File: src/rtl/video_timing_probe.sv
// video_timing_probe
// Measures line/frame geometry and an active-pixel checksum from the emulated
// VGA outputs. Video inputs are sampled only on ce_pix cycles.
//
// Ports:
//   clk_sys, reset                 single clock, synchronous active-high reset
//   ce_pix                         pixel enable; qualifies every video sample
//   VGA_HS/VS, VGA_HB/VB           syncs and blanking, active-high
//   VGA_R/G/B                      pixel colour
//   h_total, h_active              last captured line: length / unblanked samples
//   v_total, v_active              lines per frame / lines whose HS rise saw VB=0
//   frame_sum                      wrap-around sum of {8'h00,R,G,B} over active pixels
//   frame_count                    completed frames since reset
//   line_mismatch                  some line in the frame changed length
//   frame_valid                    one-clk pulse when frame results load
//   stable                         geometry unchanged for STABLE_FRAMES frames
module video_timing_probe #(
  parameter int unsigned CNT_W         = 12,
  parameter int unsigned STABLE_FRAMES = 2
) (
  input  logic             clk_sys,
  input  logic             reset,
  input  logic             ce_pix,
  input  logic             VGA_HS,
  input  logic             VGA_VS,
  input  logic             VGA_HB,
  input  logic             VGA_VB,
  input  logic [7:0]       VGA_R,
  input  logic [7:0]       VGA_G,
  input  logic [7:0]       VGA_B,
  output logic [CNT_W-1:0] h_total,
  output logic [CNT_W-1:0] h_active,
  output logic [CNT_W-1:0] v_total,
  output logic [CNT_W-1:0] v_active,
  output logic [31:0]      frame_sum,
  output logic [15:0]      frame_count,
  output logic             line_mismatch,
  output logic             frame_valid,
  output logic             stable
);

  localparam logic [CNT_W-1:0] CNT_MAX   = '1;
  localparam logic [3:0]       STABLE_TH = 4'(STABLE_FRAMES);

  // Registered state
  logic             hs_q;
  logic             vs_q;
  logic             h_armed;
  logic             v_armed;
  logic             line_seen;
  logic [CNT_W-1:0] hcnt;
  logic [CNT_W-1:0] hact;
  logic [CNT_W-1:0] vcnt;
  logic [CNT_W-1:0] vact;
  logic [CNT_W-1:0] line_len;
  logic [CNT_W-1:0] line_act;
  logic [31:0]      sum_acc;
  logic             mis_acc;
  logic [3:0]       match_cnt;

  // Combinational helpers
  logic             hs_rise;
  logic             vs_rise;
  logic             line_cap;
  logic             frame_cap;
  logic             pix_active;
  logic [31:0]      pix_word;
  logic [CNT_W-1:0] line_len_n;
  logic [CNT_W-1:0] line_act_n;
  logic             mis_n;
  logic             geo_match;
  logic [3:0]       match_cnt_n;

  function automatic logic [CNT_W-1:0] sat_inc(input logic [CNT_W-1:0] v);
    return (v == CNT_MAX) ? v : v + CNT_W'(1);
  endfunction

  assign hs_rise    = ce_pix & VGA_HS & ~hs_q;
  assign vs_rise    = ce_pix & VGA_VS & ~vs_q;
  assign line_cap   = hs_rise & h_armed;
  assign frame_cap  = vs_rise & v_armed;
  assign pix_active = ~VGA_HB & ~VGA_VB;
  assign pix_word   = {8'h00, VGA_R, VGA_G, VGA_B};

  // Line capture as seen by this sample; a coincident frame capture uses it.
  always_comb begin
    line_len_n = line_len;
    line_act_n = line_act;
    mis_n      = mis_acc;
    if (line_cap) begin
      line_len_n = hcnt;
      line_act_n = hact;
      if (line_seen && (hcnt != line_len)) begin
        mis_n = 1'b1;
      end
    end
  end

  // Stability: compare the incoming frame geometry with the one on the outputs.
  always_comb begin
    geo_match   = (line_len_n == h_total) && (line_act_n == h_active) &&
                  (vcnt == v_total) && (vact == v_active) && !mis_n;
    match_cnt_n = 4'd0;
    if (geo_match) begin
      match_cnt_n = (match_cnt == 4'hF) ? match_cnt : match_cnt + 4'd1;
    end
  end

  always_ff @(posedge clk_sys) begin
    if (reset) begin
      hs_q          <= 1'b0;
      vs_q          <= 1'b0;
      h_armed       <= 1'b0;
      v_armed       <= 1'b0;
      line_seen     <= 1'b0;
      hcnt          <= '0;
      hact          <= '0;
      vcnt          <= '0;
      vact          <= '0;
      line_len      <= '0;
      line_act      <= '0;
      sum_acc       <= '0;
      mis_acc       <= 1'b0;
      match_cnt     <= 4'd0;
      h_total       <= '0;
      h_active      <= '0;
      v_total       <= '0;
      v_active      <= '0;
      frame_sum     <= '0;
      frame_count   <= '0;
      line_mismatch <= 1'b0;
      frame_valid   <= 1'b0;
      stable        <= 1'b0;
    end else begin
      // frame_cap needs a VS edge, so this is one clk even with ce_pix held high
      frame_valid <= frame_cap;

      if (ce_pix) begin
        hs_q <= VGA_HS;
        vs_q <= VGA_VS;

        // Horizontal: HS rise starts a new line; the rise sample is sample 1
        if (hs_rise) begin
          h_armed <= 1'b1;
          hcnt    <= CNT_W'(1);
          hact    <= VGA_HB ? '0 : CNT_W'(1);
        end else begin
          hcnt <= sat_inc(hcnt);
          if (!VGA_HB) begin
            hact <= sat_inc(hact);
          end
        end

        if (line_cap) begin
          line_seen <= 1'b1;
        end
        line_len <= line_len_n;
        line_act <= line_act_n;

        // Vertical and checksum: a coincident HS rise / pixel opens the new frame
        if (vs_rise) begin
          v_armed <= 1'b1;
          vcnt    <= hs_rise ? CNT_W'(1) : '0;
          vact    <= (hs_rise && !VGA_VB) ? CNT_W'(1) : '0;
          sum_acc <= pix_active ? pix_word : 32'd0;
          mis_acc <= 1'b0;
        end else begin
          if (hs_rise) begin
            vcnt <= sat_inc(vcnt);
            if (!VGA_VB) begin
              vact <= sat_inc(vact);
            end
          end
          if (pix_active) begin
            sum_acc <= sum_acc + pix_word;
          end
          mis_acc <= mis_n;
        end

        // Frame capture loads every result together
        if (frame_cap) begin
          h_total       <= line_len_n;
          h_active      <= line_act_n;
          v_total       <= vcnt;
          v_active      <= vact;
          frame_sum     <= sum_acc;
          line_mismatch <= mis_n;
          frame_count   <= frame_count + 16'd1;
          match_cnt     <= match_cnt_n;
          stable        <= (match_cnt_n >= STABLE_TH);
        end
      end
    end
  end

endmodule

File: config.mk
export PLATFORM = sky130hd
export DESIGN_NAME = video_timing_probe
export DESIGN_NICKNAME = d
export VERILOG_FILES = /design/src/rtl/video_timing_probe.sv
export SDC_FILE = /design/constraint.sdc
export NUM_CORES = 1
export LEC_CHECK = 0
export CORE_UTILIZATION = 25
export CTS_CLUSTER_SIZE = 40
export DETAILED_ROUTE_END_ITERATION = 8
export GPL_TIMING_DRIVEN = 0
export HOLD_SLACK_MARGIN = 0.05
export PLACE_DENSITY = 0.52
export REMOVE_ABC_BUFFERS = 1
export SETUP_SLACK_MARGIN = 0.5
export SYNTH_ARGS = -nofsm -noshare
export SYNTH_HDL_FRONTEND = slang
export SYNTH_SLANG_ARGS = --single-unit
File: constraint.sdc
create_clock -name clk_sys -period 3.4 [get_ports clk_sys]
set_input_delay 0.68 -clock clk_sys [delete_from_list [all_inputs] [get_ports clk_sys]]
set_output_delay 0.68 -clock clk_sys [all_outputs]
set_load 0.005 [all_outputs]
==> results.tsv, run 1 <==
stage	metric	value	unit
setup_path	r2r-start	h_armed$_SDFFE_PP0P_	
drt	via_per_inst	4.83	
drt	dr.pass1.iters	9	
worst_hold_path	hold_class	reg2reg	
cts	clkSinkCount	213	
timing	whs	0.453	ns
floorplanning	io-pin-count	130	
floorplanning	fp-row-count	74	
drt	first_iter_violations	459	
timing	max_freq	349	MHz
synth	avgSynthCellArea	8.22	um2
timing	slew_headroom	19.4	%
synth	ys.flop_type	dfxtp_1	
placement	dp_cells	1867	
drt	ant_nets	0	
drt	wl_per_cell	16.0	um
floorplanning	dieArea	42900	um2
setup_path	critPathLaunch	VGA_G[4]	
cells_and_area	finalNonFillerCells	1928	
synth	synth_area	10500	um2
cts	htreeDepth	1	
timing	hold_viol	0	
cells_and_area	finalNetCount	1441	
timing	layout_setup_ws	0.538	ns
cells_and_area	final_util	32.7	%
global_routing	grt_max_degree	116	
synth	synth_warnings	0	
timing	tightest_slew	1.21	ns
floorplanning	die_y	207	um
setup_path	worstReg2RegEnd	match_cnt[0]$_SDFFE_PP0P_	
setup_path	required	3.84	ns
cells_and_area	multi_input_area	6060	um2
cells_and_area	antenna_cells	0	
cts	clockBufferDepth	3	
synth	synthDistinctLibCells	77	
cts	cts_tree	done	
drt	vias	9321	
setup_path	cp_max_fo	6	
cells_and_area	fill_cells	4316	
cells_and_area	drive_gt1_share	8.24	%
placement	post-place-ws	-1.41	ns
timing	clock_skew	0.0131	ns
setup_path	r2r_slack	0.64	ns
worst_hold_path	worstHoldStart	stable$_SDFFE_PP0P_	
timing	rsz0062_at_grt	true	
cts	clk_latency	0.55	ns
synth	synth-seq-cells	213	
pwr	ir_drop	0.000264	V
floorplanning	start_util	25.5	%
pwr	power_density	460	nW/um2
outcome	outcome	complete, but fails checks	
synth	ys_seq_area_share	40.5	%
synth	postSynthCellCount	1280	
timing	fin_crit	2.86	ns
cts	cts-buffers-inserted	26	
setup_path	criticalPathCategory	in2reg	
setup_path	critPathCapture	sum_acc[23]$_SDFFE_PP0P_	
placement	gp_congestion	0.795	
cts	root_buffer	clkbuf_16	
setup_path	arrival	3.30	ns
drt	drc	11	
global_routing	grt_pass1_vias	8880	
placement	place_hpwl	20100	um
global_routing	antenna_found_initial	1	
synth	ys_async_sr_fraction	0	%
cts	clkSlewWorstSetupHoldPaths	0.06	ns
global_routing	grt_pass1_wl	49300	um
setup_path	worstRegToRegCells	10	
floorplanning	die_w	207	um
cells_and_area	register_area	4270	um2
timing	finalMaxSlewViolations	0	
drt	wl	30900	um
run	maxCapViolCount	0	
outcome	violations	DRC	
floorplanning	core	41200	um2
pwr	p_total	6.20	mW
cells_and_area	syn_to_final_growth	28.1	%
global_routing	grt.overflow.total	0	
pwr	p_leak	5.02	nW
synth	synth_edf_count	0	
timing	min_period_over_period	84.2	%
setup_path	cp-start-kind	primary input	
global_routing	gr-usage-all-layers	14.1	%
placement	port_buffers	129	
timing	finalSetupViolations	0	
setup_path	critPathCaptureType	register	
[critical path, stage by stage]
cell	delay, ns
clkdlybuf4s50_1	0.47
ha_1	0.42
a21boi_0	0.17
a311oi_2	0.43
a311oi_2	0.21
o31ai_2	0.20
buf_4	0.16
nand2b_1	0.07
xnor2_1	0.14
a2111oi_2	0.34
[cell type report]
cell class	count	area share, %
clock buffers	39	5.79
clock inverters	6	0.697
flip-flops and latches	213	31.7
well taps	532	4.94
multi-input cells	959	45.0
repair buffers	146	11.0
inverters	33	0.920
[cell families (layout without fill, tap and decap cells)]
group,Yosys count,in the layout,synth area share [%]
AO/OA/AOI/OAI,270,270,16.9
adder cells (fa/ha/maj),31,31,3.76
AND/OR/NAND/NOR,510,514,22.0
XOR/XNOR,118,118,9.83
buffers and inverters,112,224,4.45
flip-flops,213,213,40.5
multiplexers,26,26,2.51
[per-stage QoR]
| stage | cell area (um2) | setup TNS (ns) |
|---|---|---|
| finish | 13500 | 0 |
| global route | 13500 | 0 |
| CTS | 13300 | 0 |
| detailed placement | 12300 | -88.95 |
| global placement | 12100 | -695.79 |
| floorplan | 10200 | -7.28 |
[layer usage]
metal / vias to the layer above / track usage (%) / share of wire (%)
met5: - / 0 / 0
met4: 0 / 3.63 / 1.6
met3: 33 / 2.71 / 5.4
met2: 214 / 22.4 / 44
met1: 4408 / 19.4 / 49
li1: 4666 / - / -
[Yosys cell counts, types with 26 or more instances]
cell,count,area (um2)
inv_1,33,124
a211oi_1,43,323
dfxtp_1,213,4260
xnor2_1,42,368
nand4_1,26,163
o21ai_0,29,145
nand2_1,169,634
a21oi_1,109,546
nor2_1,173,649
xor2_1,76,666
ha_1,30,375
nand3_1,35,175
clkbuf_1,63,236
[where the power goes]
part | switching [mW] | internal [mW] | leakage [nW]
Sequential | 0.0615 | 2.55 | 1.72
Combinational | 0.433 | 0.329 | 2.87
Clock | 1.11 | 1.72 | 0.427
Total | 1.60 | 4.60 | 5.02
[cell usage in the layout (no fill, tap or decap), types with 4 or more instances in the layout]
| cell type | count |
|---|---|
| nor3_1 | 23 |
| a31oi_1 | 5 |
| nor4_1 | 10 |
| a211oi_1 | 42 |
| o21ai_0 | 27 |
| o211ai_1 | 4 |
| a221oi_1 | 13 |
| mux2i_1 | 25 |
| a21oi_1 | 105 |
| ha_2 | 4 |
| and4_1 | 6 |
| o22ai_1 | 4 |
| clkbuf_1 | 5 |
| nand2_1 | 168 |
| xor2_1 | 76 |
| buf_4 | 12 |
| or3_1 | 18 |
| nand2b_1 | 7 |
| nor2b_1 | 8 |
| inv_1 | 33 |
| o21a_1 | 4 |
| clkbuf_16 | 26 |
| clkdlybuf4s50_1 | 121 |
| nor2_1 | 172 |
| and3_1 | 11 |
| nand3_1 | 35 |
| ha_4 | 6 |
| a21o_1 | 5 |
| ha_1 | 20 |
| xnor2_1 | 42 |
| nand4_1 | 26 |
| o31a_1 | 4 |
| clkbuf_8 | 8 |
| dfxtp_1 | 212 |
[what timing repair did]
item | CTS | global route
endpoints found under the setup margin | 157 | 22
pin swaps | 9 | 9
gates resized for setup | 25 | 32
cloned | 4 | 0
hold endpoints to repair | 0 | 0
hold buffers | 0 | 0
buffers inserted | 10 | 2
[flip-flops by register name, summed over array words and instances, names as in the netlist, 4 cells and up]
signal       flops
frame_sum       32
sum_acc         32
frame_count     16
h_active        12
h_total         12
hact            12
hcnt            12
line_act        12
line_len        12
v_active        12
v_total         12
vact            12
vcnt            12
match_cnt        4
[worst min path at each step]
stage | end | slack [ns] | cells past startpoint
after CTS | stable$_SDFFE_PP0P_ | 0.46 | 2
after global routing | stable$_SDFFE_PP0P_ | 0.47 | 2
after floorplan | frame_sum[31]$_SDFFE_PP0P_ | 0.43 | 2
after global placement | stable$_SDFFE_PP0P_ | 0.45 | 2
after detailed placement | stable$_SDFFE_PP0P_ | 0.45 | 2
final | stable$_SDFFE_PP0P_ | 0.45 | 2
Power figures use the tool's default switching activity.
==> inputs of run 2 (changes only) <==
==> constraint.sdc (replaced) <==
create_clock -name clk_sys -period 2.92 [get_ports clk_sys]
set_input_delay 0.584 -clock clk_sys [delete_from_list [all_inputs] [get_ports clk_sys]]
set_output_delay 0.584 -clock clk_sys [all_outputs]
set_load 0.005 [all_outputs]
==> run 2 against run 1 <==
Compared with the run above:
- the flow still finishes with violations (DRC)
- final cell count rose by 1.3%
- count of clock-buffer cells in the layout unchanged
- sequential power increased by 16%
- via count rose by 1.5%
- register-to-register slack worse by 0.43 ns
- largest cell class unchanged
==> results.tsv, run 2 (synthesis results as in run 1) <==
stage	metric	value	unit
outcome	outcome	complete, but fails checks	
outcome	violations	DRC	
timing	rsz0062_at_grt	true	
timing	max_freq	368	MHz
placement	dp_cells	1867	
floorplanning	io-pin-count	130	
pwr	power_density	521	nW/um2
setup_path	slowest_stage	fa_2	
floorplanning	die_y	207	um
floorplanning	start_util	25.5	%
timing	finalSetupViolations	0	
global_routing	gr-usage-all-layers	14.4	%
floorplanning	die_w	207	um
placement	place_area	12300	um2
global_routing	antenna_found_initial	0	
setup_path	cp_max_fo	3	
drt	wl	31800	um
cells_and_area	finalNonFillerCells	1953	
timing	whs	0.390	ns
timing	min_period_over_period	93.1	%
timing	setup_tns	0	ns
drt	ant_nets	0	
setup_path	cp-start-kind	primary input	
drt	drc	11	
drt	vias	9462	
timing	layout_setup_ws	0.202	ns
setup_path	criticalPathCategory	in2reg	
global_routing	grt_max_degree	116	
cells_and_area	antenna_cells	0	
placement	post-place-ws	-1.79	ns
floorplanning	fp-row-count	74	
placement	port_buffers	129	
drt	dr.pass1.iters	8	
cells_and_area	final_util	34.4	%
drt	wl_per_cell	16.3	um
cts	cts-buffers-inserted	26	
setup_path	worstPathCellList	dlygate4sd2_1, ha_4, inv_2, fa_2, nor2b_2, o211ai_1, a211oi_2, buf_4, buf_4, o21ba_4, a21oi_2, o221a_2, o31a_1, o31a_1	
placement	place_hpwl	20100	um
timing	tightest_slew	0.935	ns
setup_path	critPathCaptureType	register	
cts	clk_latency	0.55	ns
pwr	ir_drop	0.000313	V
run	maxCapViolCount	0	
setup_path	critPathTopFamily	compound AO/OA/AOI/OAI gates	
setup_path	required	3.35	ns
global_routing	grt_pass1_wl	50100	um
timing	hold_viol	0	
cells_and_area	final_common_cell	dfxtp_1	
setup_path	critPathBufInv	4	
cts	cts_tree	done	
setup_path	arrival	3.15	ns
cells_and_area	drive_gt1_share	15.1	%
timing	clock_skew	0.0147	ns
cts	htreeDepth	1	
cells_and_area	final_cell_mix	dfxtp_1, nor2_1, nand2_1, clkdlybuf4s50_1, a21oi_1	
floorplanning	dieArea	42900	um2
cts	clkSinkCount	213	
drt	first_iter_violations	434	
drt	via_per_inst	4.84	
cells_and_area	finalNetCount	1466	
global_routing	grt.overflow.total	0	
cts	clockBufferDepth	3	
cts	clkSlewWorstSetupHoldPaths	0.06	ns
floorplanning	core	41200	um2
placement	gp_congestion	0.795	
timing	slew_headroom	37.5	%
global_routing	grt_pass1_vias	9069	
cells_and_area	finish.instance_area	14200	um2
cells_and_area	syn_to_final_growth	34.6	%
pwr	p_leak	5.25	nW
cells_and_area	top_regs	frame_sum: 32 flops, sum_acc: 32 flops, frame_count: 16 flops	
timing	finalMaxSlewViolations	0	
timing	fin_crit	2.72	ns
pwr	p_total	7.38	mW
cts	root_buffer	clkbuf_16	
worst_hold_path	hold_class	in2reg	
setup_path	critPathMaxStageDelay	0.39	ns
run 2: cell count changes in the layout (fill, tap and decap cells not counted), moves of 9 or more:
| cell | before | now |
|---|---|---|
| dlygate4sd2_1 | 3 | 13 |
| dfxtp_1 | 212 | 188 |
| dfxtp_2 | 1 | 18 |
| a21oi_1 | 105 | 96 |
| buf_4 | 12 | 34 |
| clkdlybuf4s50_1 | 121 | 108 |
run 2: per-layer routing:
metal / global-route usage [%] / wire length [um] / vias to the layer above
met5: 0 / 0 / -
met4: 3.78 / 531 / 0
met3: 2.73 / 1490 / 35
met2: 23.3 / 14300 / 176
met1: 19.5 / 15500 / 4531
li1: - / - / 4720
run 2: power by group:
part | internal [mW] | switching [mW]
Sequential | 2.97 | 0.0771
Clock | 2.01 | 1.29
Combinational | 0.469 | 0.564
Total | 5.44 | 1.93
run 2: worst reg2reg max path, delay by kind of cell, from the launching register on:
kind / cells / cell delay (ns)
adders and majority gates: 2 / 0.52
AOI/OAI and AO/OA: 7 / 1.28
and+or+nand+nor: 1 / 0.14
buffers and inverters: 3 / 0.31
DFF: 1 / 0.34
run 2: layout make-up:
class / count / area, um2
repair buffers: 171 / 1690
flip-flops and latches: 213 / 4310
well taps: 532 / 666
clock inverters: 6 / 93.8
clock buffers: 39 / 779
multi-input cells: 959 / 6490
fillers: 4258 / 27000
inverters: 33 / 124
run 2: timing repair:
item / CTS / global route
hold buffers: 0 / 0
setup endpoints to repair: 179 / 46
gates resized for setup: 112 / 79
cloned: 4 / 0
pin swaps: 36 / 36
buffers inserted: 24 / 13
run 2: final timing paths:
| path | from | endpoint | slack (ns) | depth (start not counted) |
|---|---|---|---|---|
| worst max register to register | sum_acc[0]$_SDFFE_PP0P_ | sum_acc[20]$_SDFFE_PP0P_ | 0.21 | 13 |
| worst min register to register | stable$_SDFFE_PP0P_ | stable$_SDFFE_PP0P_ | 0.45 | 2 |
| worst max-delay path | VGA_B[0] | sum_acc[20]$_SDFFE_PP0P_ | 0.20 | 14 |
| worst min-delay path | VGA_G[7] | sum_acc[15]$_SDFFE_PP0P_ | 0.39 | 3 |
